--- src/rtl/key_conditioner.sv ---
// key_conditioner: synchronises and debounces keys/switches, turns key presses into
// one-deep buffered single-cycle commands, and decodes the algorithm switches.
module key_conditioner #(
    parameter int DEBOUNCE_CYCLES = 1000000,
    parameter int ISSUE_GAP       = 2
) (
    input  logic       clk,
    input  logic       reset,
    input  logic [2:0] key_n,
    input  logic [3:0] sw,
    input  logic       busy,
    output logic       return_pulse,
    output logic       zoom_in_pulse,
    output logic       zoom_out_pulse,
    output logic       cmd_pending,
    output logic [1:0] algorithm_select,
    output logic       multiple_switches_error,
    output logic       no_switch_selected_error
);
    localparam int CW = $clog2(DEBOUNCE_CYCLES);
    localparam int HW = ISSUE_GAP > 0 ? $clog2(ISSUE_GAP + 1) : 1;
    localparam logic [CW-1:0] CMAX = CW'(DEBOUNCE_CYCLES - 1);
    // bits [2:0] are the active-low keys (released = 1), bits [6:3] the switches
    localparam logic [6:0] RST = 7'b0000111;

    typedef enum logic [1:0] {S_NONE, S_RET, S_ZI, S_ZO} slot_t;

    logic [6:0]    s1, s2, st;
    logic [CW-1:0] cnt [7];
    logic [2:0]    key_prev, ev;
    logic [2:0]    pc;
    logic [HW-1:0] hold;
    logic          issue, sw_err;
    slot_t         slot;

    always_ff @(posedge clk) begin
        if (reset) begin
            s1 <= RST;
            s2 <= RST;
        end else begin
            s1 <= {sw, key_n};
            s2 <= s1;
        end
    end

    always_ff @(posedge clk) begin
        for (int k = 0; k < 7; k++) begin
            if (reset) begin
                cnt[k] <= '0;
                st[k]  <= RST[k];
            end else if (s2[k] == st[k]) begin
                cnt[k] <= '0;
            end else if (cnt[k] == CMAX) begin
                cnt[k] <= '0;
                st[k]  <= ~st[k];
            end else begin
                cnt[k] <= cnt[k] + 1'b1;
            end
        end
    end

    always_ff @(posedge clk) key_prev <= reset ? 3'b111 : st[2:0];

    always_comb begin
        ev     = key_prev & ~st[2:0];
        pc     = 3'(st[3]) + 3'(st[4]) + 3'(st[5]) + 3'(st[6]);
        sw_err = multiple_switches_error | no_switch_selected_error;
        issue  = slot != S_NONE && !busy && hold == '0;
    end

    // A full slot ignores new events; switch errors gate zoom commands only.
    always_ff @(posedge clk) begin
        if (reset) begin
            slot           <= S_NONE;
            hold           <= '0;
            return_pulse   <= 1'b0;
            zoom_in_pulse  <= 1'b0;
            zoom_out_pulse <= 1'b0;
        end else begin
            return_pulse   <= issue && slot == S_RET;
            zoom_in_pulse  <= issue && slot == S_ZI;
            zoom_out_pulse <= issue && slot == S_ZO;
            if (issue) begin
                slot <= S_NONE;
                hold <= HW'(ISSUE_GAP);
            end else begin
                if (hold != '0) hold <= hold - 1'b1;
                if (slot == S_NONE)
                    slot <= ev[0] ? S_RET : sw_err ? S_NONE : ev[1] ? S_ZI : ev[2] ? S_ZO : S_NONE;
            end
        end
    end

    assign cmd_pending = slot != S_NONE;

    always_ff @(posedge clk) begin
        if (reset) begin
            algorithm_select         <= 2'b00;
            multiple_switches_error  <= 1'b0;
            no_switch_selected_error <= 1'b1;
        end else begin
            algorithm_select         <= st[3] ? 2'd0 : st[4] ? 2'd1 : st[5] ? 2'd2 : st[6] ? 2'd3 : 2'd0;
            multiple_switches_error  <= pc > 3'd1;
            no_switch_selected_error <= pc == 3'd0;
        end
    end
endmodule
--- config.mk ---
export PLATFORM = sky130hd
export DESIGN_NAME = key_conditioner
export DESIGN_NICKNAME = d
export VERILOG_FILES = /design/src/rtl/key_conditioner.sv
export SDC_FILE = /design/constraint.sdc
export NUM_CORES = 1
export LEC_CHECK = 0
export ABC_AREA = 1
export CORE_MARGIN = 4
export CORE_UTILIZATION = 55
export DETAILED_ROUTE_END_ITERATION = 7
export PLACE_DENSITY = 0.75
export SLEW_MARGIN = 20
export SYNTH_ARGS = -nofsm -noshare
export SYNTH_HDL_FRONTEND = slang
export SYNTH_SLANG_ARGS = --single-unit
--- constraint.sdc ---
create_clock -name clk -period 2.3 [get_ports clk]
set_input_delay 0.46 -clock clk [delete_from_list [all_inputs] [get_ports clk]]
set_output_delay 0.46 -clock clk [all_outputs]
set_load 0.005 [all_outputs]
Yosys cells after proc, flatten, opt, wreduce, memory -nomap -nowiden
Memories as Yosys holds them, arrays and structs flattened. Index checks and enable logic that the tools add are counted.

Bits in registers: 35. Input bits: 10. Output and inout port bits: 8. RAM bits: 140. Logic and storage cells: 219. Memories: 1.

$add $sub $neg: 11. Muxes and demuxes: 109. Magnitude comparators: 1. Reduce and logical (&&, ||, !) cells: 22. Bitwise gates (word level): 38. Equal/unequal tests: 17.

Memories: cnt (depth 7, width 20, rd ports 7, clocked after memory_dff 0, wr ports 7, RTL line 29) `logic [CW-1:0] cnt [7];`.

Operator list (number): 2-to-1 mux 20 bit (21); adder 20 x 1 -> 20 bit (second input constant) (7); equality test 20 bit (second input constant) (7); 2-to-1 mux 1 bit (80); bitwise OR 1 bit (22); 2-to-1 mux 2 bit (8); inverter 1 bit (14); AND reduction 2 bit (7); equality test 1 bit (7); nonzero test 2 bit (3); logical AND 1 bit (5); equality test 2 bit (second input constant) (2); logical NOT 2 bit (2); OR reduction 2 bit (2); adder 2 x 1 -> 3 bit (1); adder 3 x 1 -> 3 bit (1); AND 3 bit (1); > comparator 3 x 1 -> 1 bit (second input constant) (1); logical NOT 3 bit (1); inverter 3 bit (1); OR reduction 3 bit (1); adder 1 x 1 -> 2 bit (1); equality test 2 x 1 -> 1 bit (second input constant) (1); subtractor 2 x 1 -> 2 bit (second input constant) (1); logical NOT 1 bit (1).

Longest topological paths before layout
Depth in word-level cells: 7. Gate-level depth with buffers: 9. Depth with buffers taken out: 9.

Worst setup path before layout
No wires, ideal clock.

Path type: register to register. From: register st[3]. To: register no_switch_selected_error. Path slack: 617 ps. Data arrival time: 1596 ps. Period minus slack after synthesis: 1683 ps. Path buffers: 0. Stages on the path, launching flop included: 8. Library setup time: 87 ps. Path through: dfxtp_1 inv_1 fa_1 inv_1 ha_1 inv_1 ha_1 o31ai_1.

Cells in the longest elaborated chain, start to end: 4.

Ends and longest elaborated chain: start, declared (RTL line 28) `logic [6:0] s1, s2, st;`; start signal, assigned by index (RTL line 50) `st[k] <= RST[k];`; start signal, assigned by index (RTL line 55) `st[k] <= ~st[k];`; adder 1 x 1 -> 2 bit (RTL line 66) `pc = 3'(st[3]) + 3'(st[4]) + 3'(st[5]) + 3'(st[6]);`; adder 2 x 1 -> 3 bit (RTL line 66); adder 3 x 1 -> 3 bit (RTL line 66); logical NOT 3 bit (RTL line 104) `no_switch_selected_error <= pc == 3'd0;`; end signal, assigned (RTL line 100) `no_switch_selected_error <= 1'b1;`; end signal, assigned (RTL line 104); end, declared (RTL line 18) `output logic no_switch_selected_error`.

Every way passes these cells. A chain may end at the register's enable or synchronous reset.

==> flow_metrics.tcl <==
set metrics [dict create \
    status "finished, final reports clean" \
    hold_path_class "reg2reg" \
    p_sw_share_pct 23.11 \
    n_antenna_cell 0 \
    synthArstFlopShare_pct 0 \
    synth_edf_count 140 \
    wl_per_cell_um 11.24 \
    synthesis.area_um2 9681 \
    tns_ps 0 \
    area_growth_syn_to_layout_pct 16.25 \
    maxSlewHeadroom_pct 54.98 \
    multi_input_area_um2 4757 \
    port_buffers 17 \
    dpl.cell_count 1585 \
    drt_iter0_drc 464 \
    rsz0062_at_grt "no" \
    fin_nets 1400 \
    grt_pass1_vias 7469 \
    cts-root-buf "clkbuf_16" \
    grt_pass1_wl_um 31960 \
    post_cts_buffers 0 \
    cp-end-kind "register" \
    period_minus_slack_ps 2061 \
    cts_buffers 17 \
    wl_met2_um 8837 \
    cp_common_cell "nand3_2" \
    die_x_um 140.7 \
    finalHoldViolations 0 \
    tightest_slew_ps 672.8 \
    ctsHoldBuffers 0 \
    via_per_inst 4.817 \
    grt_overflow_total 0 \
    start_util_pct 55.97 \
    drive_above_1_share_pct 5.675 \
    syn_inst 1210 \
    reg2reg_to "cnt[4][11]" \
    yosys_register_bits 175 \
    yosysSeqAreaShare_pct 50.67 \
    critPathBufInv 0 \
    crit_fanout 19 \
    critPathSlowestCell "o21ai_4" \
    cp_top_family "compound AO/OA/AOI/OAI gates" \
    maxSlewViolCount 0 \
    cp_slowest_stage_delay_ps 560 \
    timing.final.crit_share_pct 89.60 \
    synthFlopType "edfxtp_1" \
    worst_hold_path.endpoint "s2[5]" \
    finalSetupViolCount 0 \
    final_cells 1617 \
    cts_tree "done" \
    top_layer "met4" \
    track_usage_pct 19.27 \
    ant_nets 0 \
    seq_area_um2 4905 \
    start_kind "register" \
    finClkSkew_ps 6.145 \
    grt_max_degree 21 \
    firstDrtPassIters 5 \
    vias 7789 \
    drcViolationCount 0 \
    pin_count 18 \
    cp.arrival_ps 2200 \
    p_comb_share_pct 4.7 \
    wl_met1_um 8439 \
    hold_slack_ps 401.8 \
    die_height_um 140.7 \
    nFillCells 1537 \
    routabilityCongestion 0.8942 \
    wl_met3_um 614 \
    fmax_mhz 485.2 \
    syn_avg_cell_area_um2 8.000 \
    finalWirelength_um 18180 \
    r2r_slack_ps 240 \
    fp.dieArea_um2 19790 \
    yosysWarnings 0 \
    hold-path-cell-count 2 \
    r2r_cells 6 \
    seq_power_share_pct 54.9 \
    clkLatencyLatePin_ps 430 \
    path_cells "ha_1, nand3_2, nor2_2, nand3_2, o21ai_4, a21oi_1" \
    r2r-start "cnt[4][0]" \
    required_ps 2440 \
    drv_cap 0 \
    holdCritStartpoint "s1[5]" \
    synthDistinctLibCells 31 \
    switchingPower_mw 1.541 \
    num_rows 48 \
    crit_type "reg2reg" \
    cts_buffer_depth 2 \
    clockPowerShare_pct 40.4 \
    cts.reportedPaths.clkPinSlew_ps 70 \
    core_area_um2 17300 \
    hpwl_um 13540 \
    antenna_found_initial 0 \
    power_leakage_nw 4.404 \
    htreeDepth 4 \
    ctsResizeCount 0 \
    power.density_nw_per_um2 592.4 \
    power.internal_mw 5.126 \
    ir_drop_mv 0.5573 \
    clock-sinks 175 \
]
## state kept, by name, summed over array words and instances (netlist names)
signal                    flops
cnt                         140
s1                            7
s2                            7
st                            7
key_prev                      3
algorithm_select              2
hold                          2
slot                          2
multiple_switches_error       1
no_switch_selected_error      1
return_pulse                  1
zoom_in_pulse                 1
zoom_out_pulse                1
## per-stage QoR
step	area [um2]	utilization [%]	setup WS (ps)	power, mW
after global placement	10700	61.88	223.0	4.019
after global routing	11250	65.06	63.86	6.945
after floorplan	10200	-	617.1	3.926
after detailed placement	10700	61.88	170.4	4.027
final	11250	65.06	239.1	6.666
after CTS	11250	65.06	222.8	6.709
## layout by cell type, fill, tap and decap left out, types with 4 or more instances in the layout
| cell | netlist | layout |
|---|---|---|
| clkdlybuf4s50_1 | 0 | 17 |
| clkinv_4 | 0 | 4 |
| inv_1 | 118 | 118 |
| ha_1 | 10 | 10 |
| nor2_2 | 14 | 14 |
| clkbuf_16 | 0 | 18 |
| a21oi_1 | 55 | 55 |
| nor3_1 | 8 | 8 |
| edfxtp_1 | 140 | 140 |
| nor2_1 | 287 | 287 |
| buf_12 | 1 | 6 |
| xor2_1 | 36 | 36 |
| nand3_1 | 79 | 79 |
| clkinv_2 | 0 | 6 |
| nand2_1 | 306 | 306 |
| or2_2 | 18 | 18 |
| o21ai_0 | 16 | 16 |
| xnor2_1 | 32 | 32 |
| nand4_1 | 23 | 23 |
| dfxtp_1 | 35 | 35 |
| conb_1 | 1 | 140 |
## cell usage after synthesis, types with 14 or more instances
cell type	n	share of area, %
nand3_1	79	4.1
nand4_1	23	1.5
a21oi_1	55	2.8
nand2_1	306	12
xnor2_1	32	2.9
dfxtp_1	35	7.2
or2_2	18	1.2
nor2_1	287	11
o21ai_0	16	0.83
edfxtp_1	140	43
xor2_1	36	3.3
nor2_2	14	0.90
inv_1	118	4.6
## tightest hold or removal path, delay by kind of cell, from the launching register on
kind	cells	cell delay, ps
AND/OR/NAND/NOR	1	30
flip-flops	1	300
buffers and inverters	1	40
## final cells by class
type | count | share of cell area [%]
well taps | 225 | 2.502
repair buffers | 26 | 2.780
multi-input cells | 1040 | 42.27
clock buffers | 19 | 4.125
clock inverters | 13 | 0.7672
flip-flops and latches | 175 | 43.58
inverters | 119 | 3.969
## kinds of logic after synthesis
kind of cell | count (synthesis) | share of synthesized area (%)
AND/OR/NAND/NOR | 745 | 31.91
flip-flops | 175 | 50.67
buffers and inverters | 134 | 5.583
AO/OA/AOI/OAI | 76 | 4.149
XOR/XNOR | 68 | 6.152
adder cells (fa/ha/maj) | 11 | 1.499
other | 1 | 0.03874
## power groups by stage
stage | clock [mW] | sequential (mW) | combinational [mW]
after global routing | 2.90 | 3.67 | 0.367
after floorplan | 0 | 3.69 | 0.240
after global placement | 0 | 3.72 | 0.299
after CTS | 2.75 | 3.66 | 0.306
after detailed placement | 0 | 3.72 | 0.302
final | 2.70 | 3.66 | 0.313
## worst max path at each step
| stage | end | slack, ps | startpoint | depth (start not counted) |
|---|---|---|---|---|
| floorplan | no_switch_selected_error | 620 | st[3] | 7 |
| global placement | cnt[4][10] | 220 | reset | 7 |
| detailed placement | cnt[4][18] | 170 | reset | 7 |
| CTS | cnt[4][11] | 220 | cnt[4][0] | 6 |
| global route | cnt[4][11] | 60 | cnt[4][0] | 6 |
| finish | cnt[4][11] | 240 | cnt[4][0] | 6 |
## metal layers
metal	vias to the layer above	global-route usage [%]
li1	4107	-
met1	3539	24.59
met2	120	33.59
met3	23	3.256
met4	0	6.017
met5	-	0
No activity file was read; power rests on OpenSTA's default activity.
